--- src/rtl/paddles_pkg.sv ---
// Playfield constants and move decoding shared by the paddle generator,
// ball motion and the renderer.
package paddles_pkg;

  localparam int unsigned POS_W   = 10;
  localparam int unsigned CALC_W  = 11;

  localparam int unsigned YMIN_D   = 10;
  localparam int unsigned YMAX_D   = 450;
  localparam int unsigned HEIGHT_D = 100;
  localparam int unsigned YRESET_D = 190;
  localparam int unsigned XMIN_D   = 10;
  localparam int unsigned XMAX_D   = 630;

  typedef enum logic [1:0] {
    MV_HOLD = 2'd0,
    MV_UP   = 2'd1,
    MV_DOWN = 2'd2
  } move_t;

  // Both buttons together cancel out, as does neither.
  function automatic move_t decode_move(input logic up, input logic down);
    move_t mv;
    mv = MV_HOLD;
    if (up && !down)      mv = MV_UP;
    else if (down && !up) mv = MV_DOWN;
    return mv;
  endfunction

endpackage

--- src/rtl/paddles_debounce.sv ---
// Two-flop synchroniser followed by a counting debouncer for one raw button.
module debounce
  #(parameter int unsigned DEB_BITS = 16)
  (
    input  logic clk,
    input  logic rst_n,
    input  logic din,
    output logic dout
  );

  // The level toggles on the edge where the counter would reach all-ones,
  // so a new level must persist for 2^DEB_BITS-1 consecutive clocks.
  localparam logic [DEB_BITS-1:0] CNT_LAST = {{(DEB_BITS-1){1'b1}}, 1'b0};

  logic [1:0]          sync;
  logic [DEB_BITS-1:0] cnt;
  logic                stable;

  always_ff @(posedge clk or negedge rst_n) begin
    if (!rst_n) begin
      sync   <= 2'b00;
      cnt    <= '0;
      stable <= 1'b0;
    end else begin
      sync <= {sync[0], din};
      if (sync[1] == stable) begin
        cnt <= '0;
      end else if (cnt == CNT_LAST) begin
        stable <= ~stable;
        cnt    <= '0;
      end else begin
        cnt <= cnt + 1'b1;
      end
    end
  end

  assign dout = stable;

endmodule

--- src/rtl/paddles.sv ---
// Paddle position generator: debounced buttons move two paddle top edges
// by STEP pixels per frame tick, clamped to the playfield.
module paddles
  import paddles_pkg::*;
  #(
    parameter int unsigned TICK_BITS = 18,
    parameter int unsigned DEB_BITS  = 16,
    parameter int unsigned STEP      = 4,
    parameter int unsigned YMIN      = YMIN_D,
    parameter int unsigned YMAX      = YMAX_D,
    parameter int unsigned HEIGHT    = HEIGHT_D,
    parameter int unsigned YRESET    = YRESET_D
  )
  (
    input  logic             clk,
    input  logic             rst_n,
    input  logic             upi,
    input  logic             downi,
    input  logic             upd,
    input  logic             downd,
    output logic [POS_W-1:0] posbarraiy,
    output logic [POS_W-1:0] posbarrady
  );

  localparam logic [CALC_W-1:0] LO     = CALC_W'(YMIN);
  localparam logic [CALC_W-1:0] HI     = CALC_W'(YMAX - HEIGHT);
  localparam logic [CALC_W-1:0] STEP_C = CALC_W'(STEP);
  localparam logic [POS_W-1:0]  POS_RST = POS_W'(YRESET);

  logic up_l, down_l, up_r, down_r;

  debounce #(.DEB_BITS(DEB_BITS)) u_deb_upi   (.clk(clk), .rst_n(rst_n), .din(upi),   .dout(up_l));
  debounce #(.DEB_BITS(DEB_BITS)) u_deb_downi (.clk(clk), .rst_n(rst_n), .din(downi), .dout(down_l));
  debounce #(.DEB_BITS(DEB_BITS)) u_deb_upd   (.clk(clk), .rst_n(rst_n), .din(upd),   .dout(up_r));
  debounce #(.DEB_BITS(DEB_BITS)) u_deb_downd (.clk(clk), .rst_n(rst_n), .din(downd), .dout(down_r));

  logic [TICK_BITS-1:0] tick_cnt;
  logic                 tick;

  assign tick = &tick_cnt;

  always_ff @(posedge clk or negedge rst_n) begin
    if (!rst_n) tick_cnt <= '0;
    else        tick_cnt <= tick_cnt + 1'b1;
  end

  // One extra bit keeps pos-STEP and pos+STEP from wrapping before the clamp.
  function automatic logic [POS_W-1:0] next_pos(input logic [POS_W-1:0] pos,
                                                input move_t mv);
    logic [CALC_W-1:0] p;
    logic [CALC_W-1:0] r;
    p = {1'b0, pos};
    r = p;
    case (mv)
      MV_UP:   r = (p < LO + STEP_C) ? LO : p - STEP_C;
      MV_DOWN: r = (p + STEP_C > HI) ? HI : p + STEP_C;
      default: r = p;
    endcase
    return r[POS_W-1:0];
  endfunction

  always_ff @(posedge clk or negedge rst_n) begin
    if (!rst_n) begin
      posbarraiy <= POS_RST;
      posbarrady <= POS_RST;
    end else if (tick) begin
      posbarraiy <= next_pos(posbarraiy, decode_move(up_l, down_l));
      posbarrady <= next_pos(posbarrady, decode_move(up_r, down_r));
    end
  end

endmodule

--- config.mk ---
export PLATFORM = sky130hd
export DESIGN_NAME = paddles
export DESIGN_NICKNAME = d
export VERILOG_FILES = /design/src/rtl/paddles_pkg.sv /design/src/rtl/paddles_debounce.sv /design/src/rtl/paddles.sv
export SDC_FILE = /design/constraint.sdc
export NUM_CORES = 1
export LEC_CHECK = 0
export CORE_UTILIZATION = 40
export DETAILED_ROUTE_END_ITERATION = 16
export REMOVE_ABC_BUFFERS = 1
export SLEW_MARGIN = 5
export SYNTH_ARGS = -nofsm -noshare
export SYNTH_HDL_FRONTEND = slang
export SYNTH_SLANG_ARGS = --single-unit
--- constraint.sdc ---
create_clock -name clk -period 5.84 [get_ports clk]
set_input_delay 0.876 -clock clk [delete_from_list [all_inputs] [get_ports clk]]
set_output_delay 0.876 -clock clk [all_outputs]
set_load 0.005 [all_outputs]
==> results of run 1 <==
worst paths after layout:
kind / startpoint / end / slack, ns / cells after the start
max reg2reg: posbarraiy[2]$_DFFE_PN1P_ / posbarraiy[3]$_DFFE_PN1P_ / 3.38 / 7
min reg2reg: u_deb_downi.sync[0]$_DFF_PN0_ / u_deb_downi.sync[1]$_DFF_PN0_ / 0.35 / 0
min: u_deb_downi.sync[0]$_DFF_PN0_ / u_deb_downi.sync[1]$_DFF_PN0_ / 0.35 / 0
min in group asynchronous: rst_n / u_deb_downd.cnt[8]$_DFF_PN0_ / 0.54 / 1
max: posbarraiy[2]$_DFFE_PN1P_ / posbarraiy[3]$_DFFE_PN1P_ / 3.38 / 7
max in group asynchronous: rst_n / u_deb_upi.cnt[8]$_DFF_PN0_ / 4.04 / 2
worst register-to-register path: cells and delay by family, from the launching register on:
| family | cells | cell delay, ns |
|---|---|---|
| fa+ha+maj | 1 | 0.29 |
| compound gates | 4 | 1.03 |
| flops | 1 | 0.60 |
| mux | 1 | 0.28 |
| simple gates | 1 | 0.19 |
layer usage:
| metal | wire length (um) | up-vias | track usage (%) |
|---|---|---|---|
| li1 | - | 2061 | - |
| met1 | 5130 | 2015 | 21.0 |
| met2 | 4980 | 82 | 25.0 |
| met3 | 296 | 15 | 2.82 |
| met5 | 0 | - | 0 |
| met4 | 214 | 0 | 7.10 |
through the flow:
step | worst slack, ns | util [%] | total power, uW | cell area [um^2] | instances
2_1_floorplan | 3.66 | - | 824 | 5610 | 576
3_3_place_gp | 3.45 | 43.7 | 849 | 6070 | 780
3_5_place_dp | 3.40 | 43.7 | 851 | 6070 | 780
4_1_cts | 3.39 | 46.1 | 1550 | 6400 | 796
5_1_grt | 3.14 | 46.1 | 1590 | 6400 | 796
6_report | 3.38 | 46.1 | 1530 | 6400 | 796
final cells by class:
| class | count | area share (%) |
|---|---|---|
| flip-flops and latches | 112 | 44.0 |
| multi-input cells | 447 | 42.5 |
| repair buffers | 24 | 3.67 |
| clock buffers | 10 | 3.58 |
| well taps | 180 | 3.52 |
| clock inverters | 6 | 1.68 |
| inverters | 17 | 0.997 |
cells by family after synthesis:
logic type / Yosys count
xor gates and xnor gates: 75
DFF: 112
and+or+nand+nor: 283
other: 1
adders and majority gates: 15
AOI/OAI and AO/OA: 65
muxes: 7
buffers and inverters: 38
registers in the layout, indices dropped and copies added, names as in the netlist, 9 cells and up:
signal	count
posbarrady	9
posbarraiy	9
tick_cnt	18
u_deb_downd.cnt	16
u_deb_downi.cnt	16
u_deb_upd.cnt	16
u_deb_upi.cnt	16
cells in the final DEF, fill, tap and decap left out, drive strengths merged, types with 4 or more instances in the layout:
cell type	n
xnor2	34
o21ai	22
clkdlybuf4s50	22
clkbuf	10
and4	7
nand4	19
ha	15
mux2	6
and2	5
a21oi	16
inv	17
nand3	38
nand2b	8
xor2	41
nor3	14
nand2	55
a31oi	5
or3	5
dfstp	12
nor2	102
and3	12
dfrtp	100
nor2b	4
report_power, final:
part           leakage (uW)  total (uW)  internal [uW]  switching (uW)
Combinational       0.00106        38.8           10.6            28.2
Sequential          0.00148         795            785            9.82
Clock              0.000162         694            418             276
Total               0.00270        1530           1210             314
==> run_results.csv, run 1 <==
group,metric,value,unit
setup_path,worstPathMaxFanout,9,
drt,drc_errors,0,
synthesis,yosys_register_bits,112,
timing,setup_viol,0,
synthesis,synth_top_area_share,43.9,%
final_layout,multi_input_area,2720,um^2
clock_network,cts_sinks,112,
final_layout,fin_nets,632,
synthesis,async_reset_ff_share,100,%
drt,antenna_left,0,
synthesis,yosys-top-cells-area,"dfrtp_1, nor2_1, xor2_1",
timing,totalNegativeSetupSlack,0,ns
clock_network,clk_latency,0.35,ns
synthesis,synth_area,5710,um^2
drt,via_per_inst,5.24,
timing,fmax,406,MHz
synthesis,synthXorXnorAreaFrac,11.5,%
drt,drt_iter0_drc,378,
grt,grt_use_total,15.8,%
synthesis,synth-simple-area-share,24.0,%
placement,dp_hpwl,7.21,mm
synthesis,synth_compound_area_share,7.46,%
synthesis,synthAdderAreaFrac,3.29,%
setup_path,critPathKind,"reg -> reg",
drt,drtPass1Iterations,5,
synthesis,ys_top_cells_by_count,"nor2_1, dfrtp_1, nand2_1",
setup_path,arrival,2.74,ns
clock_network,ctsResizeCount,0,
synthesis,synth-edff-count,0,
placement,gp_congestion,0.897,
drt,routedWlPerCell,13.3,um
placement,port_buffers,23,
synthesis,synth-seq-area-share,49.4,%
setup_path,worstPathCellList,"ha_1 > nand3_1 > o31ai_1 > a31oi_1 > a21oi_1 > o21ai_0 > mux2_2",
setup_path,setup.worst_path.end_class,"flip-flop",
setup_path,crit_family,"compound AO/OA/AOI/OAI gates",
grt,grt_pass1_wl,18.6,mm
drt,routed_wl,10.6,mm
drt,via_count,4173,
power_and_ir_drop,leakagePower,0.00270,uW
setup_path,critPathLaunchType,"flip-flop",
timing,min_period_over_period,42.2,%
setup_path,cpMaxStageDelayCell,"dfstp_2",
final_layout,antennaDiodeCount,0,
power_and_ir_drop,p_per_area,239,nW/um^2
clock_network,cts_buffers,9,
setup_path,cp_num_buf_inv,0,
timing,relSlewSlack,34.7,%
synthesis,synthMuxAreaShare,1.36,%
timing,whs,0.352,ns
floorplanning,coreArea,13900,um^2
min_path,hp-class,"reg -> reg",
status,status,"completed",
synthesis,synth_area_per_cell,9.57,um^2
floorplanning,ios,26,
timing,worst_pin_slew,0.971,ns
timing,rsz0062_at_grt,"false",
clock_network,htree_levels,3,
synthesis,synth_most_common_cell,"nor2_1",
timing,hold_violations,0,
clock_network,cts_root_buffer,"clkbuf_16",
floorplanning,die_area,14700,um^2
clock_network,path_clk_slew,0.07,ns
synthesis,synth_top_family_by_area,"simple AND/OR/NAND/NOR gates",
synthesis,synth_top_area_cell,"dfrtp_1",
clock_network,cts_tree,"done",
timing,min_period,2.46,ns
grt,antenna_found_initial,0,
setup_path,cp.required,6.12,ns
clock_network,cts_setup_buffers,0,
floorplanning,row_count,43,
final_layout,syn_to_final_growth,12.2,%
clock_network,holdBufCountCts,0,
synthesis,synth-main-ff-cell,"dfrtp_1",
floorplanning,die_w,121,um
synthesis,synthCells,596,
grt,grt_max_degree,65,
floorplanning,die_h,121,um
timing,drv_slew,0,
grt,overflow,0,
job,cap_violations,0,
final_layout,layout-drive-gt1-share,6.98,%
clock_network,cts_buffer_depth,2,
synthesis,ys_types,57,
grt,grt_pass1_vias,4024,
final_layout,seq_area,2820,um^2
setup_path,slowest_delay,0.60,ns
timing,skew,0.00887,ns
final_layout,fillCellCount,1296,
synthesis,ys_warn_count,0,
floorplanning,initial_utilization,41.1,%
power_and_ir_drop,ir_drop,0.000177,V
Note: power is estimated with default switching activity, not from simulation.
==> inputs of run 2 (changes only) <==
==> constraint.sdc (replaced) <==
create_clock -name clk -period 2.5 [get_ports clk]
set_input_delay 0.375 -clock clk [delete_from_list [all_inputs] [get_ports clk]]
set_output_delay 0.375 -clock clk [all_outputs]
set_load 0.005 [all_outputs]
==> run 2 against run 1 <==
Net effect:
- critical path depth is the same
- non-clock buffer count increased by 6
- flip-flop and latch count unchanged
- sequential share of layout area decreased by 0.21 points
- die area stayed put
- largest power group unchanged
- core utilization grew 0.23 points
- via count rose by 1.2%
- register-to-register slack lost 3.2 ns
- global-route usage grew 0.36 points
- clock power grew 110%
==> run_results.csv, run 2 (same netlist as run 1, synthesis figures left out) <==
group,metric,value,unit
grt,overflow,0,
power_and_ir_drop,clockPowerShare,43.0,%
grt,grt_pass1_wl,19.1,mm
setup_path,cp_num_buf_inv,0,
clock_network,cts_root_buffer,"clkbuf_16",
power_and_ir_drop,ir_drop,0.000312,V
timing,min_period,2.34,ns
setup_path,worstPathMaxFanout,9,
timing,drv_slew,0,
placement,dp_hpwl,7.48,mm
timing,relSlewSlack,54.1,%
drt,via_count,4225,
timing,fmax,427,MHz
power_and_ir_drop,p_per_area,533,nW/um^2
final_layout,largest_reg_flops,18,
timing,skew,0.00703,ns
grt,grt_max_degree,43,
drt,drt_iter0_drc,501,
placement,gp_congestion,0.937,
floorplanning,row_count,43,
power_and_ir_drop,power_frac_seq,54.1,%
setup_path,cp_common_cell,"nand3_1",
grt,grt_pass1_vias,4134,
clock_network,htree_levels,3,
setup_path,slowest_delay,0.60,ns
setup_path,arrival,2.61,ns
setup_path,critPathLaunchType,"flip-flop",
power_and_ir_drop,p_sw,731,uW
final_layout,fin_nets,638,
clock_network,clk_latency,0.35,ns
final_layout,layout_commonest_cell,"nor2_1",
clock_network,path_clk_slew,0.07,ns
grt,antenna_found_initial,0,
setup_path,cp.required,2.77,ns
status,status,"completed",
drt,drc_errors,0,
setup_path,critPathKind,"reg -> reg",
drt,routed_wl,10.8,mm
timing,worst_pin_slew,0.684,ns
timing,rsz0062_at_grt,"false",
final_layout,regMostFlops,"tick_cnt",
drt,routedWlPerCell,13.5,um
final_layout,antennaDiodeCount,0,
setup_path,worstPathCellList,"ha_1 > nand3_1 > or4_1 > a31oi_1 > a21oi_1 > a32oi_1 > nand3_1",
setup_path,crit_family,"simple AND/OR/NAND/NOR gates",
drt,drtPass1Iterations,5,
clock_network,cts_setup_buffers,0,
power_and_ir_drop,leakagePower,0.00272,uW
drt,antenna_left,0,
drt,via_per_inst,5.27,
setup_path,setup.worst_path.end_class,"flip-flop",
timing,min_period_over_period,93.8,%
final_layout,layout-drive-gt1-share,7.72,%
floorplanning,die_h,121,um
setup_path,cpMaxStageDelayCell,"dfstp_2",
final_layout,layout.cells.non_filler,802,
grt,grt_use_total,16.2,%
clock_network,cts_buffers,9,
power_and_ir_drop,p_sw_share,21.3,%
placement,dpl.cell_count,785,
job,cap_violations,0,
min_path,hp-class,"reg -> reg",
floorplanning,initial_utilization,41.1,%
clock_network,cts_sinks,112,
floorplanning,coreArea,13900,um^2
placement,port_buffers,23,
power_and_ir_drop,p_int,2700,uW
final_layout,fillCellCount,1292,
floorplanning,die_area,14700,um^2
clock_network,cts_tree,"done",
floorplanning,ios,26,
power_and_ir_drop,power_frac_comb,2.8,%
timing,setup_viol,0,
timing,hold_violations,0,
final_layout,mostFrequentLayoutCells,"nor2_1, dfrtp_1, nand2_1",
clock_network,cts_buffer_depth,2,
final_layout,syn_to_final_growth,12.8,%
floorplanning,die_w,121,um
timing,totalNegativeSetupSlack,0,ns
final_layout,seq_area,2820,um^2
final_layout,multi_input_area,2720,um^2
-- run 2: cell count changes in the layout (fill, tap and decap cells not counted) --
| cell | previous run | this run |
|---|---|---|
| bufinv_16 | 3 | 1 |
| inv_6 | 0 | 1 |
| buf_12 | 0 | 1 |
| buf_4 | 2 | 6 |
| clkinv_2 | 2 | 1 |
| dlygate4sd3_1 | 0 | 1 |
| clkbuf_8 | 0 | 2 |
-- run 2: stage by stage --
stage / worst slack (ns) / instance area (um^2) / total power, uW / utilization (%) / hold WS (ns)
final: 0.155 / 6430 / 3430 / 46.3 / 0.354
after global routing: 0.00916 / 6430 / 3570 / 46.3 / 0.364
after detailed placement: 0.200 / 6120 / 1990 / 44.1 / 0.340
after CTS: 0.178 / 6430 / 3490 / 46.3 / 0.357
after floorplan: 0.319 / 5610 / 1930 / - / 0.0794
after global placement: 0.241 / 6120 / 1990 / 44.1 / 0.336
-- run 2: layout make-up --
cell class / instances / area share, %
sequential: 112 / 43.8
clock inverter: 4 / 0.797
inverter: 17 / 0.992
clock buffer: 12 / 3.99
multi-input combinational: 447 / 42.3
tap: 180 / 3.50
timing repair buffer: 30 / 4.59
-- run 2: power by group through the flow --
| stage | registers [uW] | clock network, uW | logic (uW) |
|---|---|---|---|
| 6_report | 1860 | 1480 | 97.7 |
| 4_1_cts | 1860 | 1530 | 103 |
| 3_5_place_dp | 1890 | 0 | 101 |
| 3_3_place_gp | 1890 | 0 | 97.6 |
| 5_1_grt | 1860 | 1590 | 116 |
| 2_1_floorplan | 1890 | 0 | 39.3 |
-- run 2: final timing paths --
path | from | end | slack (ns) | cells past startpoint
setup / recovery | posbarraiy[2]$_DFFE_PN1P_ | posbarraiy[7]$_DFFE_PN1P_ | 0.16 | 7
hold / removal | u_deb_downd.sync[0]$_DFF_PN0_ | u_deb_downd.sync[1]$_DFF_PN0_ | 0.35 | 0
setup reg to reg | posbarraiy[2]$_DFFE_PN1P_ | posbarraiy[7]$_DFFE_PN1P_ | 0.16 | 7
hold reg to reg | u_deb_downd.sync[0]$_DFF_PN0_ | u_deb_downd.sync[1]$_DFF_PN0_ | 0.35 | 0
max in group asynchronous | rst_n | u_deb_downi.cnt[11]$_DFF_PN0_ | 1.15 | 3
min in group asynchronous | rst_n | u_deb_downd.cnt[10]$_DFF_PN0_ | 0.52 | 2
-- run 2: layer usage --
layer / part of all wire (%) / track usage (%) / routed length [um] / vias to the layer above
met3: 2.9 / 2.54 / 312 / 15
li1: - / - / - / 2072
met5: 0 / 0 / 0 / -
met1: 50 / 21.8 / 5390 / 2057
met2: 46 / 25.5 / 4940 / 81
met4: 1.7 / 7.33 / 187 / 0
-- run 2: repair_timing --
action / 4_1_cts / 5_1_grt
hold buffers: 1 / 0
endpoints found under the hold margin: 22 / 0
gates resized for setup: 0 / 0
==> inputs of run 3 (changes only) <==
--- a/config.mk
+++ b/config.mk
@@ -5,6 +5,7 @@
 export SDC_FILE = /design/constraint.sdc
 export NUM_CORES = 1
 export LEC_CHECK = 0
+export ABC_CLOCK_PERIOD_IN_PS = 2500
 export CORE_UTILIZATION = 40
 export DETAILED_ROUTE_END_ITERATION = 16
 export REMOVE_ABC_BUFFERS = 1
==> results of run 3 <==
Same layout as run 2: the final DEF is identical, and so are final timing and power.
